### src/rtl/free_list.sv
// free_list
//   Circular FIFO of free physical register indices for an R10K-style rename
//   path. Retire pushes up to N freed registers per cycle at the tail. Dispatch
//   pops up to N per cycle from the head. A branch mispredict restores the head
//   pointer in a single cycle from a checkpointed copy.
//
// Ports
//   clock              : single clock, all state updates on posedge
//   reset              : asynchronous, active-low
//   num_retiring       : number of valid slots in phys_regs_retiring (0..N)
//   phys_regs_retiring : freed registers, slot i at [i*IDX_W +: IDX_W]
//   num_allocating     : registers consumed by dispatch this cycle (0..N)
//   alloc_regs         : next N free registers, head first, slot 0 in low bits
//   num_alloc_avail    : min(N, free_count)
//   free_count         : occupied entries (tail - head)
//   head_ptr           : head pointer including wrap bit, for checkpoints
//   restore_valid      : mispredict recovery strobe
//   restore_head       : checkpointed head pointer to reinstate
//
// Optional build macro FREE_LIST_CHECK_EN adds:
//   free_bitmap        : one bit per physical register, set while it is in the list
//   free_list_error    : sticky misuse flag, cleared only by reset
module free_list #(
    parameter int N           = 3,
    parameter int PHYS_REG_SZ = 64,
    parameter int ARCH_REG_SZ = 32,
    parameter int PTR_W       = $clog2(PHYS_REG_SZ) + 1
) (
    input  logic                                 clock,
    input  logic                                 reset,
    input  logic [$clog2(N+1)-1:0]               num_retiring,
    input  logic [N*$clog2(PHYS_REG_SZ)-1:0]     phys_regs_retiring,
    input  logic [$clog2(N+1)-1:0]               num_allocating,
    output logic [N*$clog2(PHYS_REG_SZ)-1:0]     alloc_regs,
    output logic [$clog2(N+1)-1:0]               num_alloc_avail,
    output logic [$clog2(PHYS_REG_SZ):0]         free_count,
    output logic [PTR_W-1:0]                     head_ptr,
    input  logic                                 restore_valid,
    input  logic [PTR_W-1:0]                     restore_head
`ifdef FREE_LIST_CHECK_EN
    ,
    output logic [PHYS_REG_SZ-1:0]               free_bitmap,
    output logic                                 free_list_error
`endif
);

    localparam int IDX_W = $clog2(PHYS_REG_SZ);
    localparam int CNT_W = $clog2(N+1);

    logic [IDX_W-1:0] entry [PHYS_REG_SZ];
    logic [PTR_W-1:0] head;
    logic [PTR_W-1:0] tail;
    logic [PTR_W-1:0] count;
    logic [PTR_W-1:0] space;
    logic [PTR_W-1:0] head_next;
    logic [PTR_W-1:0] tail_next;
    logic [CNT_W-1:0] alloc_eff;
    logic [CNT_W-1:0] ret_eff;

    // Pointers carry a wrap bit, so tail - head in PTR_W bits distinguishes
    // empty (0) from full (PHYS_REG_SZ).
    assign count           = tail - head;
    assign space           = PTR_W'(PHYS_REG_SZ) - count;
    assign free_count      = count;
    assign head_ptr        = head;
    assign num_alloc_avail = (count >= PTR_W'(N)) ? CNT_W'(N) : count[CNT_W-1:0];

    // Over-requests are clamped rather than rejected: dispatch can never take
    // more than is visible, and retires beyond the remaining space are dropped.
    assign alloc_eff = (num_allocating > num_alloc_avail) ? num_alloc_avail : num_allocating;
    assign ret_eff   = (PTR_W'(num_retiring) > space) ? space[CNT_W-1:0] : num_retiring;

    // Restore overrides any allocation in the same cycle; retires still land.
    assign head_next = restore_valid ? restore_head : head + PTR_W'(alloc_eff);
    assign tail_next = tail + PTR_W'(ret_eff);

    always_comb begin
        alloc_regs = '0;
        for (int i = 0; i < N; i++) begin
            alloc_regs[i*IDX_W +: IDX_W] = entry[head[IDX_W-1:0] + IDX_W'(i)];
        end
    end

    always_ff @(posedge clock or negedge reset) begin
        if (!reset) begin
            head <= '0;
            tail <= PTR_W'(PHYS_REG_SZ - ARCH_REG_SZ);
            for (int i = 0; i < PHYS_REG_SZ; i++) begin
                entry[i] <= (i < PHYS_REG_SZ - ARCH_REG_SZ) ? IDX_W'(ARCH_REG_SZ + i) : '0;
            end
        end else begin
            head <= head_next;
            tail <= tail_next;
            for (int i = 0; i < N; i++) begin
                if (i < int'(ret_eff)) begin
                    entry[tail[IDX_W-1:0] + IDX_W'(i)] <= phys_regs_retiring[i*IDX_W +: IDX_W];
                end
            end
        end
    end

`ifdef FREE_LIST_CHECK_EN
    logic [PHYS_REG_SZ-1:0] bitmap_next;
    logic                   err_next;
    logic [IDX_W-1:0]       off;
    logic [IDX_W-1:0]       ret_reg;

    always_comb begin
        bitmap_next = free_bitmap;
        err_next    = 1'b0;
        off         = '0;
        ret_reg     = '0;
        if (restore_valid) begin
            // Rebuild from the surviving window restore_head..tail; this
            // cycle's retires are merged in below.
            bitmap_next = '0;
            for (int p = 0; p < PHYS_REG_SZ; p++) begin
                off = IDX_W'(p) - restore_head[IDX_W-1:0];
                if ({1'b0, off} < tail - restore_head) begin
                    bitmap_next[entry[p]] = 1'b1;
                end
            end
        end else begin
            for (int i = 0; i < N; i++) begin
                if (i < int'(alloc_eff)) begin
                    bitmap_next[alloc_regs[i*IDX_W +: IDX_W]] = 1'b0;
                end
            end
        end
        for (int i = 0; i < N; i++) begin
            ret_reg = phys_regs_retiring[i*IDX_W +: IDX_W];
            if (i < int'(ret_eff)) begin
                bitmap_next[ret_reg] = 1'b1;
            end
            if (i < int'(num_retiring)) begin
                if (free_bitmap[ret_reg] || (ret_reg == '0)) begin
                    err_next = 1'b1;
                end
            end
        end
        if (!restore_valid && (num_allocating > num_alloc_avail)) begin
            err_next = 1'b1;
        end
        if ((num_retiring != '0) && (count == PTR_W'(PHYS_REG_SZ))) begin
            err_next = 1'b1;
        end
    end

    always_ff @(posedge clock or negedge reset) begin
        if (!reset) begin
            for (int i = 0; i < PHYS_REG_SZ; i++) begin
                free_bitmap[i] <= (i >= ARCH_REG_SZ);
            end
            free_list_error <= 1'b0;
        end else begin
            free_bitmap     <= bitmap_next;
            free_list_error <= free_list_error | err_next;
        end
    end
`endif

endmodule

### config.mk
export PLATFORM = sky130hd
export DESIGN_NAME = free_list
export DESIGN_NICKNAME = d
export VERILOG_FILES = /design/src/rtl/free_list.sv
export SDC_FILE = /design/constraint.sdc
export NUM_CORES = 2
export LEC_CHECK = 0
export ABC_AREA = 1
export CORE_MARGIN = 2
export CORE_UTILIZATION = 35
export DETAILED_ROUTE_END_ITERATION = 10
export PLACE_DENSITY = 0.48
export SYNTH_ARGS = -nofsm -noshare
export SYNTH_HDL_FRONTEND = slang
export SYNTH_SLANG_ARGS = --single-unit
### constraint.sdc
create_clock -name clock -period 6.5 [get_ports clock]
set_input_delay 0.975 -clock clock [delete_from_list [all_inputs] [get_ports clock]]
set_output_delay 0.975 -clock clock [all_outputs]
set_load 0.05 [all_outputs]
==> summary.md <==
| Metric | Value |
|---|---|
| H-tree depth | `2` |
| CP bufs+invs | `4` |
| Post-synthesis xor/xnor area fraction | `0.351%` |
| WP data required | `5520 ps` |
| Most frequent cells in the layout | `2326 x nand2_1, 933 x nand3_1, 918 x nor2_1` |
| Multi-input combinational cell area | `0.0236 sq mm` |
| IO buf count | `65` |
| Commonest non-fill, non-tap cell in the layout | `nand2_1` |
| Post-CTS Setup Repair Bufs | `0` |
| Clock Tree Buf Depth | `3` |
| Status | `finished, final reports clean` |
| Cell at the slowest stage of the critical path | `a211oi_1` |
| DRC errors left | `0` |
| CP Launch Type | `flip-flop` |
| Post-synth EDFFs | `0` |
| FILL cells | `11.8k` |
| Hold Fails Final Rpt | `0` |
| Area grow syn2layout | `7.73%` |
| Ys flop type | `dfrtp_1` |
| Nets | `6329` |
| Fmax | `169 MHz` |
| Clock-pin slew on the worst setup and hold paths | `60 ps` |
| Die W | `331 um` |
| Post-cts hold buffer count | `0` |
| Skew-Pair Late Insertion Delay | `700 ps` |
| Clk_skew | `21.8 ps` |
| Synth Cell Area | `0.0374 sq mm` |
| Critical path endpoint category | `output pin` |
| Final setup fails | `0` |
| Fin Hold WS | `244 ps` |
| Worst slew pin tran | `1320 ps` |
| WL per Instance | `26.0 um` |
| Mean Syn Cell Area | `5.68 sq um` |
| Post-Syn Nets | `6641` |
| Initial antenna violation count | `4` |
| Clock Tree Root | `clkbuf_16` |
| Cell family with most CP delay | `buffers and inverters` |
| CTS Sinks | `398` |
| Final worst slack | `585 ps` |
| Synth Area in Adders | `0.796%` |
| Reg2reg setup slack | `810 ps` |
| Post-Layout Cell Count | `7715` |
| Mux share of post-synthesis cell area | `0.438%` |
| Syn Inst Count | `6587` |
| Final WL | `200000 um` |
| RSZ-0062 raised after global routing | `false` |
| CTS resizes | `0` |
| Setup Crit Path Kind | `reg -> out` |
| Max_slew headroom | `12.1%` |
| Largest family of logic cells by synthesized area | `simple AND/OR/NAND/NOR gates` |
| Initial Utilization | `35.4%` |
| Row count | `119` |
| Remaining global-route overflow | `0` |
| CP max FO | `84` |
| Vias in the first global route | `39.5k` |
| DRT Pass-1 Iters | `6` |
| Yosys cell types | `50` |
| IO Count | `66` |
| Die H | `331 um` |
| Initial drt markers | `5520` |
| Post-DP HPWL | `126000 um` |
| Largest net degree at the start of global routing | `202` |
| Core ar. | `0.106 sq mm` |
| Synth Warn # | `0` |
| Synth async-reset ratio | `100%` |
| Drt via density | `5.80` |
| Post-synthesis compound-gate area fraction | `13.8%` |
| Crit-path max cell delay | `1040 ps` |
| Cell mode on critical path | `buf_4` |
| Pre-CTS setup slack | `885 ps` |
| Vias | `44.8k` |
| Area contributors post-synth | `nand2_1 23%, dfrtp_1 19%, nand3_1 12%` |
| Fin Setup TNS | `0 ps` |
| Worst ir drop on vdd | `0.309 mV` |
| Largest area contributor in the netlist | `nand2_1` |
| Placed insts | `7608` |
| PwrDens | `501 mW/mm^2` |
| Die area | `0.110 sq mm` |
| Tot Pwr | `20200 uW` |
| Synth top area share | `23.3%` |
| Pleak | `0.0190 uW` |
| Worst Hold Class | `in -> async` |
| Register bit count reported by yosys | `398` |
| Clock period minus worst slack | `5910 ps` |
| Worst Path Arrival | `4940 ps` |
| Post-Synth Simple-Gate Area | `47.6%` |
| Final ANT Viol Nets | `0` |
| Final Max Slew Viols | `0` |
| Tcrit/Tclk final | `91.0%` |
| CTS tree | `yes` |
| GP Congestion | `1.00` |
| Cts bufs inserted | `56` |
| Register area | `0.0101 sq mm` |
| Max Cap Viol | `0` |
| Seq/Total Area, Yosys | `27.0%` |
| Layout cell share with drive strength beyond 1 | `6.58%` |
| Global-route wire length before repair | `286000 um` |
| CP cell instances | `inv_4 -> buf_4 -> buf_4 -> nand2_1 -> nand3_1 -> o221ai_1 -> a211oi_1 -> a31oi_1 -> buf_12` |
| Global-route usage over all layers | `35.8%` |
## path summary, 6_finish.rpt
path | from | to | cells after the start
worst max-delay path | head_ptr[1]$_DFF_PN0_ | alloc_regs[4] | 9
worst min-delay path | reset | entry[129]$_DFF_PN0_ | 1
worst max register to register | tail[0]$_DFF_PN0_ | entry[135]$_DFF_PN0_ | 24
worst min register to register | tail[6]$_DFF_PN0_ | tail[6]$_DFF_PN0_ | 1
max in group asynchronous | reset | entry[270]$_DFF_PN0_ | 2
min in group clock | tail[6]$_DFF_PN0_ | tail[6]$_DFF_PN0_ | 1
## synthesized netlist by cell type, types with 20 or more instances
cell type and number:
buf_2 114, o21ai_0 557, o211ai_1 98, nor3_1 23
buf_4 63, clkbuf_1 302, o221ai_1 32, nand4_1 61
o22ai_1 20, nand3_1 933, nand2_1 2326, nor2_1 927
dfstp_2 113, nor2_2 31, buf_1 39, dfrtp_1 285
inv_1 341, a21oi_1 166
## worst register-to-register path: cells and delay by family, from the launching register on
family / cells / cell delay (ps)
compound gates: 1 / 160
simple gates: 14 / 2970
fa+ha+maj: 4 / 1220
buf+inv: 5 / 650
flops: 1 / 650
## sequential cells by signal, indices dropped and copies added (netlist names)
| signal | flops |
|---|---|
| tail | 7 |
| head_ptr | 7 |
| entry | 384 |
## per-stage QoR
step	util, %	area [sq um]
2_1_floorplan	-	37400
3_3_place_gp	36.3	38300
3_5_place_dp	36.3	38300
4_1_cts	38.1	40300
5_1_grt	38.1	40300
6_report	38.1	40300
## cell families (layout without fill, tap and decap cells)
family	Yosys count	in the layout
DFF	398	398
xor gates and xnor gates	15	15
adders and majority gates	22	22
buffers and inverters	882	617
AOI/OAI and AO/OA	926	926
other	0	2
muxes	16	16
and+or+nand+nor	4328	4328
## final cells by class
type | instances | area share (%)
clock inverters | 20 | 0.726
repair buffers | 154 | 3.67
diodes | 2 | 0.0124
inverters | 358 | 3.36
clock buffers | 85 | 4.17
well taps | 1391 | 4.32
multi-input cells | 5307 | 58.7
flip-flops and latches | 398 | 25.1
## layer usage
| layer | vias up | share of wire, % | GRT usage [%] |
|---|---|---|---|
| met1 | 21000 | 42 | 48.5 |
| li1 | 20700 | - | - |
| met2 | 2463 | 43 | 53.3 |
| met5 | - | 0.0050 | 0 |
| met4 | 2 | 6.1 | 19.9 |
| met3 | 546 | 9.7 | 6.71 |
## power breakdown
part	switching [uW]	leakage, uW	internal (uW)
Sequential	1020	0.00482	3820
Clock	1410	0.000974	2050
Combinational	8620	0.0132	3270
Total	11000	0.0190	9140
Power figures use the tool's default switching activity.
